===== src/rtl/gpr_pkg.sv =====
// Shared types and constants for the GPR writeback scheduler.
// Register index and data widths match the architectural register file
// (32 registers of 32 bits; register 0 is hard-wired and never written).
package gpr_pkg;

    localparam int REG_W  = 5;
    localparam int DATA_W = 32;
    localparam int NREGS  = 32;

    typedef logic [REG_W-1:0]  regidx_t;
    typedef logic [DATA_W-1:0] data_t;

endpackage : gpr_pkg


===== src/rtl/gpr_wb_sched_rr_arbiter.sv =====
// Round-robin arbiter with a one-hot grant.
// The grant goes to the first requester at or after the pointer, searching
// modulo N. The pointer moves just past the winner only when the caller
// says the grant was consumed (i_advance); otherwise it holds.
module rr_arbiter #(
    parameter int N = 3
) (
    input  logic         clk,
    input  logic         rst,
    input  logic [N-1:0] i_req,
    input  logic         i_advance,
    output logic [N-1:0] o_gnt
);

    localparam int PTR_W = (N > 1) ? $clog2(N) : 1;

    logic [PTR_W-1:0] r_ptr;
    logic [PTR_W-1:0] w_ptr_nxt;
    logic             w_found;

    // Search from the pointer for the first requester and compute the next pointer.
    always_comb begin
        o_gnt     = '0;
        w_found   = 1'b0;
        w_ptr_nxt = r_ptr;
        for (int k = 0; k < N; k++) begin
            if (!w_found && i_req[(int'(r_ptr) + k) % N]) begin
                w_found                        = 1'b1;
                o_gnt[(int'(r_ptr) + k) % N]   = 1'b1;
                if (((int'(r_ptr) + k) % N) == (N - 1)) begin
                    w_ptr_nxt = '0;
                end else begin
                    w_ptr_nxt = PTR_W'(((int'(r_ptr) + k) % N) + 1);
                end
            end else begin
                w_found = w_found;
            end
        end
    end

    // Pointer register: restart at 0 on reset, step past each consumed grant.
    always_ff @(posedge clk) begin
        if (rst) begin
            r_ptr <= '0;
        end else if (i_advance && w_found) begin
            r_ptr <= w_ptr_nxt;
        end else begin
            r_ptr <= r_ptr;
        end
    end

endmodule : rr_arbiter


===== src/rtl/gpr_wb_sched.sv =====
// GPR writeback scheduler.
// Shares the single register-file write port among NREQ writeback sources
// with round-robin arbitration, registers the winning write (one cycle of
// latency), and keeps a per-register pending-write counter that issue logic
// queries for RAW hazards on rs/rt.
//
// Optional feature, macro GPR_FWD_EN: when defined, a query that hits the
// register being written this cycle, with exactly one write outstanding,
// raises *_fwd and masks *_busy so the consumer takes o_rd_data directly.
// With the macro undefined the *_fwd outputs are tied low.
module gpr_wb_sched
    import gpr_pkg::*;
#(
    parameter int NREQ  = 3,
    parameter int CNT_W = 2
) (
    input  logic                   clk,
    input  logic                   rst,
    // issue side
    input  logic                   i_iss_valid,
    input  regidx_t                i_iss_dst,
    output logic                   o_iss_ready,
    // writeback sources
    input  logic [NREQ-1:0]        i_wb_req,
    input  logic [NREQ*REG_W-1:0]  i_wb_regf,
    input  logic [NREQ*DATA_W-1:0] i_wb_data,
    output logic [NREQ-1:0]        o_wb_gnt,
    // register file write port (index 0 = no write)
    output regidx_t                o_rd_regf,
    output data_t                  o_rd_data,
    // hazard queries
    input  regidx_t                i_rs_regf,
    input  regidx_t                i_rt_regf,
    output logic                   o_rs_busy,
    output logic                   o_rt_busy,
    output logic                   o_rs_fwd,
    output logic                   o_rt_fwd
);

    localparam logic [CNT_W-1:0] CNT_MAX  = {CNT_W{1'b1}};
    localparam logic [CNT_W-1:0] CNT_ONE  = CNT_W'(1);
    localparam logic [CNT_W-1:0] CNT_ZERO = {CNT_W{1'b0}};

    logic [NREQ-1:0]  w_arb_gnt;
    logic             w_gnt_any;
    regidx_t          w_gnt_regf;
    data_t            w_gnt_data;

    regidx_t          r_rd_regf;
    data_t            r_rd_data;

    logic [CNT_W-1:0] r_cnt     [NREGS];
    logic [CNT_W-1:0] w_cnt_nxt [NREGS];

    logic             w_rs_pend;
    logic             w_rt_pend;

    // ------------------------------------------------------------------
    // Arbitration
    // ------------------------------------------------------------------
    // Every grant is consumed in the cycle it is given, so the pointer
    // advances whenever the arbiter grants outside of reset.
    rr_arbiter #(
        .N (NREQ)
    ) u_arb (
        .clk       (clk),
        .rst       (rst),
        .i_req     (i_wb_req),
        .i_advance (!rst),
        .o_gnt     (w_arb_gnt)
    );

    // Withdraw grants while reset is asserted.
    always_comb begin
        if (rst) begin
            o_wb_gnt = '0;
        end else begin
            o_wb_gnt = w_arb_gnt;
        end
    end

    // Select the destination and data of the granted source.
    always_comb begin
        w_gnt_any  = 1'b0;
        w_gnt_regf = '0;
        w_gnt_data = '0;
        for (int i = 0; i < NREQ; i++) begin
            if (o_wb_gnt[i]) begin
                w_gnt_any  = 1'b1;
                w_gnt_regf = i_wb_regf[i*REG_W +: REG_W];
                w_gnt_data = i_wb_data[i*DATA_W +: DATA_W];
            end else begin
                w_gnt_any  = w_gnt_any;
            end
        end
    end

    // ------------------------------------------------------------------
    // Write port register: one cycle after the grant.
    // ------------------------------------------------------------------
    // Capture the winning write; an idle cycle presents index 0 (no write).
    always_ff @(posedge clk) begin
        if (rst) begin
            r_rd_regf <= '0;
            r_rd_data <= '0;
        end else if (w_gnt_any) begin
            r_rd_regf <= w_gnt_regf;
            r_rd_data <= w_gnt_data;
        end else begin
            r_rd_regf <= '0;
            r_rd_data <= '0;
        end
    end

    assign o_rd_regf = r_rd_regf;
    assign o_rd_data = r_rd_data;

    // ------------------------------------------------------------------
    // Pending-write scoreboard
    // ------------------------------------------------------------------
    // An issue to a saturated register is refused; register 0 never blocks.
    always_comb begin
        if ((i_iss_dst != REG_W'(0)) && (r_cnt[i_iss_dst] == CNT_MAX)) begin
            o_iss_ready = 1'b0;
        end else begin
            o_iss_ready = 1'b1;
        end
    end

    // Next counter values: issue increments, commit (o_rd_regf) decrements,
    // both together cancel, and a commit to an idle register is ignored.
    always_comb begin
        for (int r = 0; r < NREGS; r++) begin
            w_cnt_nxt[r] = r_cnt[r];
            if (r == 0) begin
                w_cnt_nxt[r] = CNT_ZERO;
            end else if (i_iss_valid && o_iss_ready && (i_iss_dst == REG_W'(r))
                         && (r_rd_regf != REG_W'(r))) begin
                w_cnt_nxt[r] = r_cnt[r] + CNT_ONE;
            end else if ((r_rd_regf == REG_W'(r))
                         && !(i_iss_valid && o_iss_ready && (i_iss_dst == REG_W'(r)))
                         && (r_cnt[r] != CNT_ZERO)) begin
                w_cnt_nxt[r] = r_cnt[r] - CNT_ONE;
            end else begin
                w_cnt_nxt[r] = r_cnt[r];
            end
        end
    end

    // Counter registers, cleared on reset.
    always_ff @(posedge clk) begin
        for (int r = 0; r < NREGS; r++) begin
            if (rst) begin
                r_cnt[r] <= CNT_ZERO;
            end else begin
                r_cnt[r] <= w_cnt_nxt[r];
            end
        end
    end

    // ------------------------------------------------------------------
    // Hazard queries
    // ------------------------------------------------------------------
    // Busy means a write is still outstanding; with forwarding, the last
    // outstanding write appearing on the write port this cycle is usable.
    always_comb begin
        w_rs_pend = (i_rs_regf != REG_W'(0)) && (r_cnt[i_rs_regf] != CNT_ZERO);
        w_rt_pend = (i_rt_regf != REG_W'(0)) && (r_cnt[i_rt_regf] != CNT_ZERO);
`ifdef GPR_FWD_EN
        o_rs_fwd  = (i_rs_regf != REG_W'(0)) && (i_rs_regf == r_rd_regf)
                    && (r_cnt[i_rs_regf] == CNT_ONE);
        o_rt_fwd  = (i_rt_regf != REG_W'(0)) && (i_rt_regf == r_rd_regf)
                    && (r_cnt[i_rt_regf] == CNT_ONE);
`else
        o_rs_fwd  = 1'b0;
        o_rt_fwd  = 1'b0;
`endif
        o_rs_busy = w_rs_pend && !o_rs_fwd;
        o_rt_busy = w_rt_pend && !o_rt_fwd;
    end

endmodule : gpr_wb_sched


===== config.mk =====
export PLATFORM = sky130hd
export DESIGN_NAME = gpr_wb_sched
export DESIGN_NICKNAME = d
export VERILOG_FILES = /design/src/rtl/gpr_pkg.sv /design/src/rtl/gpr_wb_sched_rr_arbiter.sv /design/src/rtl/gpr_wb_sched.sv
export SDC_FILE = /design/constraint.sdc
export NUM_CORES = 1
export LEC_CHECK = 0
export ABC_AREA = 1
export CELL_PAD_IN_SITES_DETAIL_PLACEMENT = 0
export CELL_PAD_IN_SITES_GLOBAL_PLACEMENT = 1
export CORE_AREA = 5 5 162 164
export CTS_CLUSTER_SIZE = 20
export DETAILED_ROUTE_END_ITERATION = 6
export DIE_AREA = 0 0 167 169
export MAX_ROUTING_LAYER = met4
export PLACE_DENSITY = 0.86
export SLEW_MARGIN = 40
export SYNTH_ARGS = -nofsm -noshare
export SYNTH_HDL_FRONTEND = slang
export SYNTH_HIERARCHICAL = 1
export SYNTH_SLANG_ARGS = --single-unit
export TNS_END_PERCENT = 1

===== constraint.sdc =====
create_clock -name clk -period 2.45 [get_ports clk]
set_input_delay 0.49 -clock clk [delete_from_list [all_inputs] [get_ports clk]]
set_output_delay 0.49 -clock clk [all_outputs]
set_load 0.1 [all_outputs]

==> results.tsv <==
metric	value	unit
rsz0062_at_grt	yes	
rows	58	
power_leakage	0.004458	uW
hpwl	23180	um
drive_above_1_share	18.11	%
ff2ff_setup_slack	-30	ps
routed_wl	29050	um
yosys.area.top_type	dfxtp_1	
yosysWarnings	6	
cp_max_fo	6	
syn_area_per_cell	5.842	um^2
nets	1666	
htree_levels	3	
vias_per_cell	4.957	
critPathRequiredTime	1960	ps
start_util	30.10	%
hold_viol_final	0	
synth_cell_types	39	
max-vdd-ir-drop	0.001067	V
syn-cell-area	7448	um^2
slew_viol_final	0	
grt_usage	20.46	%
slowest_stage	dfxtp_2	
die_height	169	um
status	finished with violations	
regToRegEndpoint	o_rd_data[7]$_SDFF_PP0_	
crit_top_cell	nand3_2	
timing.rr.start	u_arb/r_ptr[1]$_SDFFE_PP0P_	
cp.arrival	2100	ps
first_global_vias	8796	
cts_tree	built	
synthArstFlopShare	0	%
setup_ws	-139.5	ps
worstSetupEndpointType	output pin	
min_to	r_cnt[18][1]$_SDFFE_PP0P_	
setup_violations	8	
netlist_top_cells_area	dfxtp_1, nand2_1, nor2_1	
insertion_delay	370	ps
synth_most_common_cell	nand2_1	
syn_inst	1275	
area_growth	46.65	%
fmaxAchievable	386.2	MHz
hold_path_startpoint	r_cnt[18][1]$_SDFFE_PP0P_	
critPathLaunchType	register	
drtPass1Iterations	5	
reg2reg_depth	16	
cts.sinks	101	
cts_buffer_depth	2	
wl_per_cell	15.57	um
die_w	167	um
clock_skew	13.89	ps
register_area	2027	um^2
io_pins	177	
holdPathStages	2	
multi_input_area	4641	um^2
ant_nets	0	
final_core_util	44.14	%
root_buffer	clkbuf_16	
slew_headroom	62.61	%
path_cells	buf_4 > ha_4 > inv_6 > nand3_2 > nand3_2 > nand3_4 > o221ai_2 > inv_2 > nor2_4 > buf_6 > buf_12	
tightest_slew	556.6	ps
max_stage_delay	330	ps
fin_hold_ws	485.6	ps
synthFlopType	dfxtp_1	
antenna_found_initial	1	
violations	setup timing	
pwr_density_cell	976.1	nW/um^2
grt_max_degree	64	
critPathKind	reg2out	
p_total	10660	uW
overflow	0	
port_buffers	174	
synth_top_area_share	27.15	%
clk_pin_slew	80	ps
hold_path_class	reg2reg	
cts_buffers	9	
coreArea	24750	um^2
die_area	28220	um^2
synthTopCellsByCount	nand2_1, nor2_1, nand3_1	
synth-seq-area-share	27.15	%
via_count	9250	
drc_errors	0	
grt_pass1_wl	45320	um
fill_cells	2676	
fin_crit_sh	105.7	%
synth-edff-count	0	
gp_congestion	0.9469	
cap_violations	0	
min_period	2589	ps
ys_ff_latch	101	
drtIter0Drc	698	
[state kept, by name, indices dropped and copies added (netlist names)]
signal / cells
u_arb/r_ptr: 2
r_cnt: 62
o_rd_data: 32
o_rd_regf: 5
[critical path: cells and delay by family (launching register included)]
kind	cells	cell delay, ps
adder cells (fa/ha/maj)	1	270
flip-flops	1	330
AND/OR/NAND/NOR	4	380
buffers and inverters	5	570
AO/OA/AOI/OAI	1	180
[power by group]
part           internal [uW]  leakage (uW)  switching [uW]
registers               1970      0.000818             210
logic                   2200       0.00350            4800
clock network            722      0.000143             759
total                   4890       0.00446            5770
[worst max path at each step]
stage,from,to,slack (ps)
floorplan,i_rs_regf[0],o_rs_busy,-190
global placement,i_iss_dst[0],o_iss_ready,-460
detailed placement,i_iss_dst[0],o_iss_ready,-440
CTS,u_arb/r_ptr[1]$_SDFFE_PP0P_,o_wb_gnt[1],-220
global route,u_arb/r_ptr[1]$_SDFFE_PP0P_,o_wb_gnt[1],-260
finish,u_arb/r_ptr[1]$_SDFFE_PP0P_,o_wb_gnt[1],-140
[layer usage]
metal	up-vias	routed length [um]	GRT usage, %
met5	-	0	-
met4	0	798	6.688
met2	359	13910	34.52
met3	45	2025	3.713
li1	4688	-	-
met1	4158	12320	24.84
[cell usage in the layout, fill, tap and decap left out, drive strengths merged]
cell type      Yosys  routed
a211oi             2       2
a21oi             27      27
a31oi             40      40
a32o               3       3
a32oi              1       1
buf               21     175
clkbuf            43      11
clkdlybuf4s15      0       1
clkdlybuf4s50      0     121
clkinv             9      10
clkinvlp           0       2
conb               1       2
dfxtp            101     101
diode              0       1
dlygate4sd2        0       6
dlymetal6s2s       0       2
ha                 4       4
inv              155     159
nand2            287     287
nand3            166     166
nand4             42      42
nor2             226     226
nor3              23      23
o211ai             7       7
o21ai             97      97
o21bai             6       6
o221ai             2       2
o311ai             7       7
o31ai              3       3
or2                1       1
or3                1       1
[per-stage QoR]
stage,setup TNS (ps),worst slack [ps],std cells,cell area (um^2)
floorplan,-428.1,-190.9,1276,7478
global placement,-35140,-456.0,1826,10270
detailed placement,-34880,-440.2,1826,10270
CTS,-1066,-222.2,1855,10750
global route,-5196,-255.8,1866,10920
finish,-553.6,-139.5,1866,10920
[layout make-up]
class,instances,share of cell area (%)
Inverter,164,5.796
Timing Repair inverter,1,0.06873
Clock inverter,6,0.5727
Clock buffer,10,2.096
Antenna cell,1,0.02291
Timing Repair Buffer,306,26.62
Tap cell,330,3.780
Sequential cell,101,18.56
Multi-Input combinational cell,947,42.49
[kinds of logic (layout without fill, tap and decap cells)]
logic type	after synthesis	after routing	synth area share, %
AOI/OAI and AO/OA	195	195	15.34
adders and majority gates	4	4	0.6720
buffers and inverters	228	487	12.53
DFF	101	101	27.15
other	1	3	0.05035
and+or+nand+nor	746	746	44.26
[what timing repair did]
| action | CTS | global route |
|---|---|---|
| buffers inserted | 12 | 9 |
| pin swaps | 5 | 10 |
| gates cloned | 1 | 1 |
| setup endpoints to repair | 40 | 43 |
| hold buffers | 0 | 0 |
| gates resized for setup | 64 | 35 |
No activity file was read; power rests on OpenSTA's default activity.
==> RTL change 1: new RTL, same settings <==
The package constant `REG_W` goes from 5 to 7.
--- a/src/rtl/gpr_pkg.sv
+++ b/src/rtl/gpr_pkg.sv
@@ -3,7 +3,7 @@
 // (32 registers of 32 bits; register 0 is hard-wired and never written).
 package gpr_pkg;
 
-    localparam int REG_W  = 5;
+    localparam int REG_W  = 7;
     localparam int DATA_W = 32;
     localparam int NREGS  = 32;
 
Ports: changed (5 resized); port bits go from 177 to 191. No check against the original RTL was run, so the function may have changed too.
==> RTL change 1 against the unedited design <==
The run still ends with negative setup slack left; final cell count is 2.3% higher; synthesized area increased by 1.0%; wire length grew 9.1%; sequential cell count is 2 higher; total power is 8.3% higher; setup slack worse by 0.10 ns; final area up 2.9%; critical path type unchanged.
==> RTL change 1: results (changes against the unedited design) <==
Run status
  • Status: finished, violations left
  • Failing checks: negative setup slack

Pwr
  • Leak Pwr: 4.57 nW (+2.4%)
  • Sequential Power Share: 19.3% (-1.1 points)
  • P_seq: 0.00222 W (+2%)
  • Logic pwr share: 67.1% (+1.4 points)

Global routing
  • Total global routing track utilization: 22.3% (+1.8 points)
  • Initial antenna violation count: 0 (-1)
  • First-pass GRT wire length: 48.6 mm (+7.2%)
  • Vias in the first global route: 9,148 (+4.0%)
  • Largest net degree at the start of global routing: 41 (-36%)

Detailed routing
  • Routed via count: 9,584 (+3.6%)
  • Vias per cell: 5.02 (+1.3%)
  • Post-DR wirelength/cell: 16.6 um (+6.6%)

Timing
  • Setup total negative slack: -0.894 ns (-0.341 ns)
  • # setup viols final: 9 (+1)
  • Setup WS post-layout: -0.239 ns (-0.100 ns)

Placement
  • DPL Wire Length: 25.4 mm (+9.8%)
  • Gp weighted congestion: 0.957 (+1.0%)
  • DP Area: 0.0104 mm2 (+1.6%)
  • Cell count after placement: 1,870 (+2.4%)
  • Pre-CTS setup slack: -0.505 ns (-0.0652 ns)

Layout
  • Fillers: 2,630 (-1.7%)
  • Layout cell share with drive strength beyond 1: 17.4% (-0.69 points)

Setup path
  • Data arrival, critical path: 2.20 ns (+0.10 ns)
  • Worst path slowest cell: dfxtp_4
  • CP max stage delay: 0.37 ns (+0.04 ns)

Synth
  • Mean area per synthesized cell: 5.77 um2 (-1.2%)
  • Synth top area cells: dfxtp_1 (27%), nand2_1 (14%), nor2_1 (13%), nand3_1 (11%), inv_1 (7.7%)
  • Register area share after synthesis: 27.4% (+0.25 points)
  • Synth top cells by count: nand2_1 (276), nor2_1 (257), nand3_1 (164)
==> RTL change 1: cell types whose count changed in the layout (fill, tap and decap cells not counted), moves of 9 or more <==
cell,change
nor3_1,-17
nand4_2,-9
clkdlybuf4s50_1,+12
inv_1,+11
nand2_2,-10
nor2_1,+30
nand4_1,+16
o21ai_1,-9
==> RTL change 1: area by class of cell <==
class                   count  area share (%)
repair buffers            318            26.9
flip-flops and latches    103            18.5
inverters                 173            5.89
well taps                 330            3.67
clock inverters             7           0.791
multi-input cells         969            42.3
clock buffers               9            2.00
==> RTL change 1: repair_timing <==
item / in CTS / in global routing
setup endpoints to repair: 105 / 45
pin swaps: 15 / 16
setup buffers: 9 / 14
resized for setup: 75 / 38
hold buffers: 0 / 0
==> RTL change 1: cells by family after synthesis <==
group                      after synthesis  share of synthesized area [%]
and+or+nand+nor                        778                           44.8
adders and majority gates                4                          0.665
other                                    1                         0.0498
buffers and inverters                  233                           12.6
AOI/OAI and AO/OA                      185                           14.5
DFF                                    103                           27.4
==> RTL change 1: worst paths after layout <==
| path | end | slack [ns] | from |
|---|---|---|---|
| worst max register to register | o_rd_data[2] | -0.01 | u_arb/r_ptr[1] |
| worst min register to register | r_cnt[26][1] | 0.48 | r_cnt[26][1] |
| worst max-delay path | o_wb_gnt[1] | -0.24 | u_arb/r_ptr[1] |
| worst min-delay path | r_cnt[26][1] | 0.48 | r_cnt[26][1] |
==> RTL change 1: layer usage <==
layer	global-route usage, %	wire length (um)	share of wire (%)	up-vias
met5	-	0	0	-
met4	9.21	1210	3.8	0
met3	2.99	1790	5.7	63
met2	39.2	15800	50	352
met1	25.6	12900	41	4355
li1	-	-	-	4814
==> RTL change 2: new RTL, same flow settings <==
Without the edit above. Reset style: asynchronous (`rst`), changed in 2 clocked blocks.
--- a/src/rtl/gpr_wb_sched_rr_arbiter.sv
+++ b/src/rtl/gpr_wb_sched_rr_arbiter.sv
@@ -39,7 +39,7 @@
     end
 
     // Pointer register: restart at 0 on reset, step past each consumed grant.
-    always_ff @(posedge clk) begin
+    always_ff @(posedge clk or posedge rst) begin
         if (rst) begin
             r_ptr <= '0;
         end else if (i_advance && w_found) begin
--- a/src/rtl/gpr_wb_sched.sv
+++ b/src/rtl/gpr_wb_sched.sv
@@ -99,7 +99,7 @@
     // Write port register: one cycle after the grant.
     // ------------------------------------------------------------------
     // Capture the winning write; an idle cycle presents index 0 (no write).
-    always_ff @(posedge clk) begin
+    always_ff @(posedge clk or posedge rst) begin
         if (rst) begin
             r_rd_regf <= '0;
             r_rd_data <= '0;
Check against the original RTL: not settled (the Yosys comparison gave no result); the edit may change what the design does.
==> RTL change 2 against the unedited design <==
The flow still finishes with violations (negative setup slack); clock power up 9%; critical endpoint unchanged; sequential cell count did not move; wire length rose by 2.6%; fmax fell by 0.82%; global-route usage increased by 0.69 points; synthesized area up 1.7%; largest power group unchanged; setup slack lost 0.021 ns; register-to-register slack improved by 0.04 ns; final area is 1.5% higher; total power decreased by 13%.
==> RTL change 2: results (changes against the unedited design) <==
Global routing
  • First-pass GRT wire length: 46.2 mm (+2.0%)
  • Largest net degree at the start of global routing: 58 (-9.4%)
  • Vias in the first global route: 8,781 (-0.17%)

Setup path
  • Worst-path maximum fanout: 7 (+1)
  • Worst path slowest cell: dfrtp_1
  • Data arrival, critical path: 2.12 ns (+0.02 ns)
  • Worst path top cell family by delay: buffers and inverters
  • CP max stage delay: 0.43 ns (+0.10 ns)
  • R2r worst-path depth: 15 (-1)
  • Critical R2R Capture: o_rd_data[27]

Placement
  • DPL Wire Length: 23.6 mm (+1.7%)
  • Gp weighted congestion: 0.957 (+1.0%)
  • Pre-CTS setup slack: -0.454 ns (-0.0137 ns)
  • Cell count after placement: 1,820 (-0.33%)

Pwr
  • Max VDD drop: 0.00101 V (-5.4%)
  • Leak Pwr: 5.07 nW (+14%)

Timing
  • Slew Limit Headroom: 55.8% (-6.9 points)
  • # setup viols final: 6 (-2)
  • Worst hold slack: 0.366 ns (-0.120 ns)
  • Setup WS post-layout: -0.161 ns (-0.0213 ns)

Synth
  • Register area share after synthesis: 29.3% (+2.1 points)
  • Synth top area cells: dfxtp_1 (16%), nand2_1 (14%), dfrtp_1 (13%), nand3_1 (11%), nor2_1 (11%)
  • Mean area per synthesized cell: 5.98 um2 (+2.4%)
  • Synth top cells by count: nand2_1 (279), nor2_1 (222), nand3_1 (167)

Layout
  • Nets: 1,650 (-0.96%)

Run status
  • Failing checks: negative setup slack
  • Status: finished, violations left

Detailed routing
  • Post-DR wirelength/cell: 16.1 um (+3.6%)
  • Routed via count: 9,246 (-0.043%)
  • DR iter-0 viols: 768 (+10%)

Worst hold path
  • Worst hold path class: in -> async
[RTL change 2: per-stage QoR]
stage | cell area, um2 | setup TNS (ns)
after floorplan | 7620 | -1.31
after global placement | 10400 | -27.40
after detailed placement | 10400 | -27.16
after CTS | 11000 | -0.655
after global routing | 11100 | -4.41
final | 11100 | -0.734
[RTL change 2: timing repair]
item / CTS / global route
pin swaps: 7 / 7
endpoints found under the setup margin: 32 / 80
gates resized for setup: 57 / 39
setup buffers: 12 / 0
gates cloned: 1 / 0
[RTL change 2: report_power, final]
part / internal, W / total, W / switching [W]
registers: 0.00187 / 0.00200 / 0.000130
clock network: 0.000826 / 0.00161 / 0.000780
logic: 0.00200 / 0.00566 / 0.00366
total: 0.00470 / 0.00927 / 0.00457
[RTL change 2: worst max path at each step]
stage | cells past startpoint | startpoint | end | slack [ns]
floorplan | 11 | u_arb/r_ptr[0] | o_wb_gnt[2] | -0.32
global placement | 14 | i_iss_dst[0] | o_iss_ready | -0.48
detailed placement | 18 | i_iss_dst[0] | r_cnt[23][1] | -0.45
CTS | 11 | u_arb/r_ptr[1] | o_wb_gnt[1] | -0.15
global route | 11 | u_arb/r_ptr[1] | o_wb_gnt[1] | -0.28
finish | 10 | u_arb/r_ptr[1] | o_wb_gnt[1] | -0.16
[RTL change 2: worst register-to-register path, stage by stage, from the launching register on]
cell      delay [ns]
dfrtp_1         0.43
buf_4           0.17
ha_4            0.15
nand2_1         0.06
nor2_2          0.06
a21oi_4         0.23
nand3_4         0.13
o221ai_2        0.17
nand2_2         0.09
buf_6           0.12
buf_4           0.12
buf_6           0.12
buf_12          0.15
nand3_1         0.09
a21oi_1         0.06
a21o_1          0.19
[RTL change 2: cell families (layout without fill, tap and decap cells)]
family,after synthesis,in the layout,share of synthesized area (%)
DFF,101,101,29.3
adders and majority gates,4,4,0.660
AOI/OAI and AO/OA,188,188,14.9
buffers and inverters,217,468,12.1
and+or+nand+nor,756,756,43.1
other,1,2,0.0495
[RTL change 2: layer usage]
| layer | wire length (um) | global-route usage (%) | vias to the layer above |
|---|---|---|---|
| met5 | 0 | - | - |
| met3 | 2440 | 3.55 | 51 |
| met2 | 13900 | 35.0 | 390 |
| met4 | 663 | 6.12 | 0 |
| met1 | 12800 | 26.7 | 4175 |
| li1 | - | - | 4630 |
[RTL change 2: final cells by class]
type	instances	share of cell area [%]
multi-input combinational	950	42.5
tap	330	3.73
timing repair buffer	294	25.4
clock buffer	9	2.03
inverter	158	5.46
sequential	101	20.0
clock inverter	7	0.824
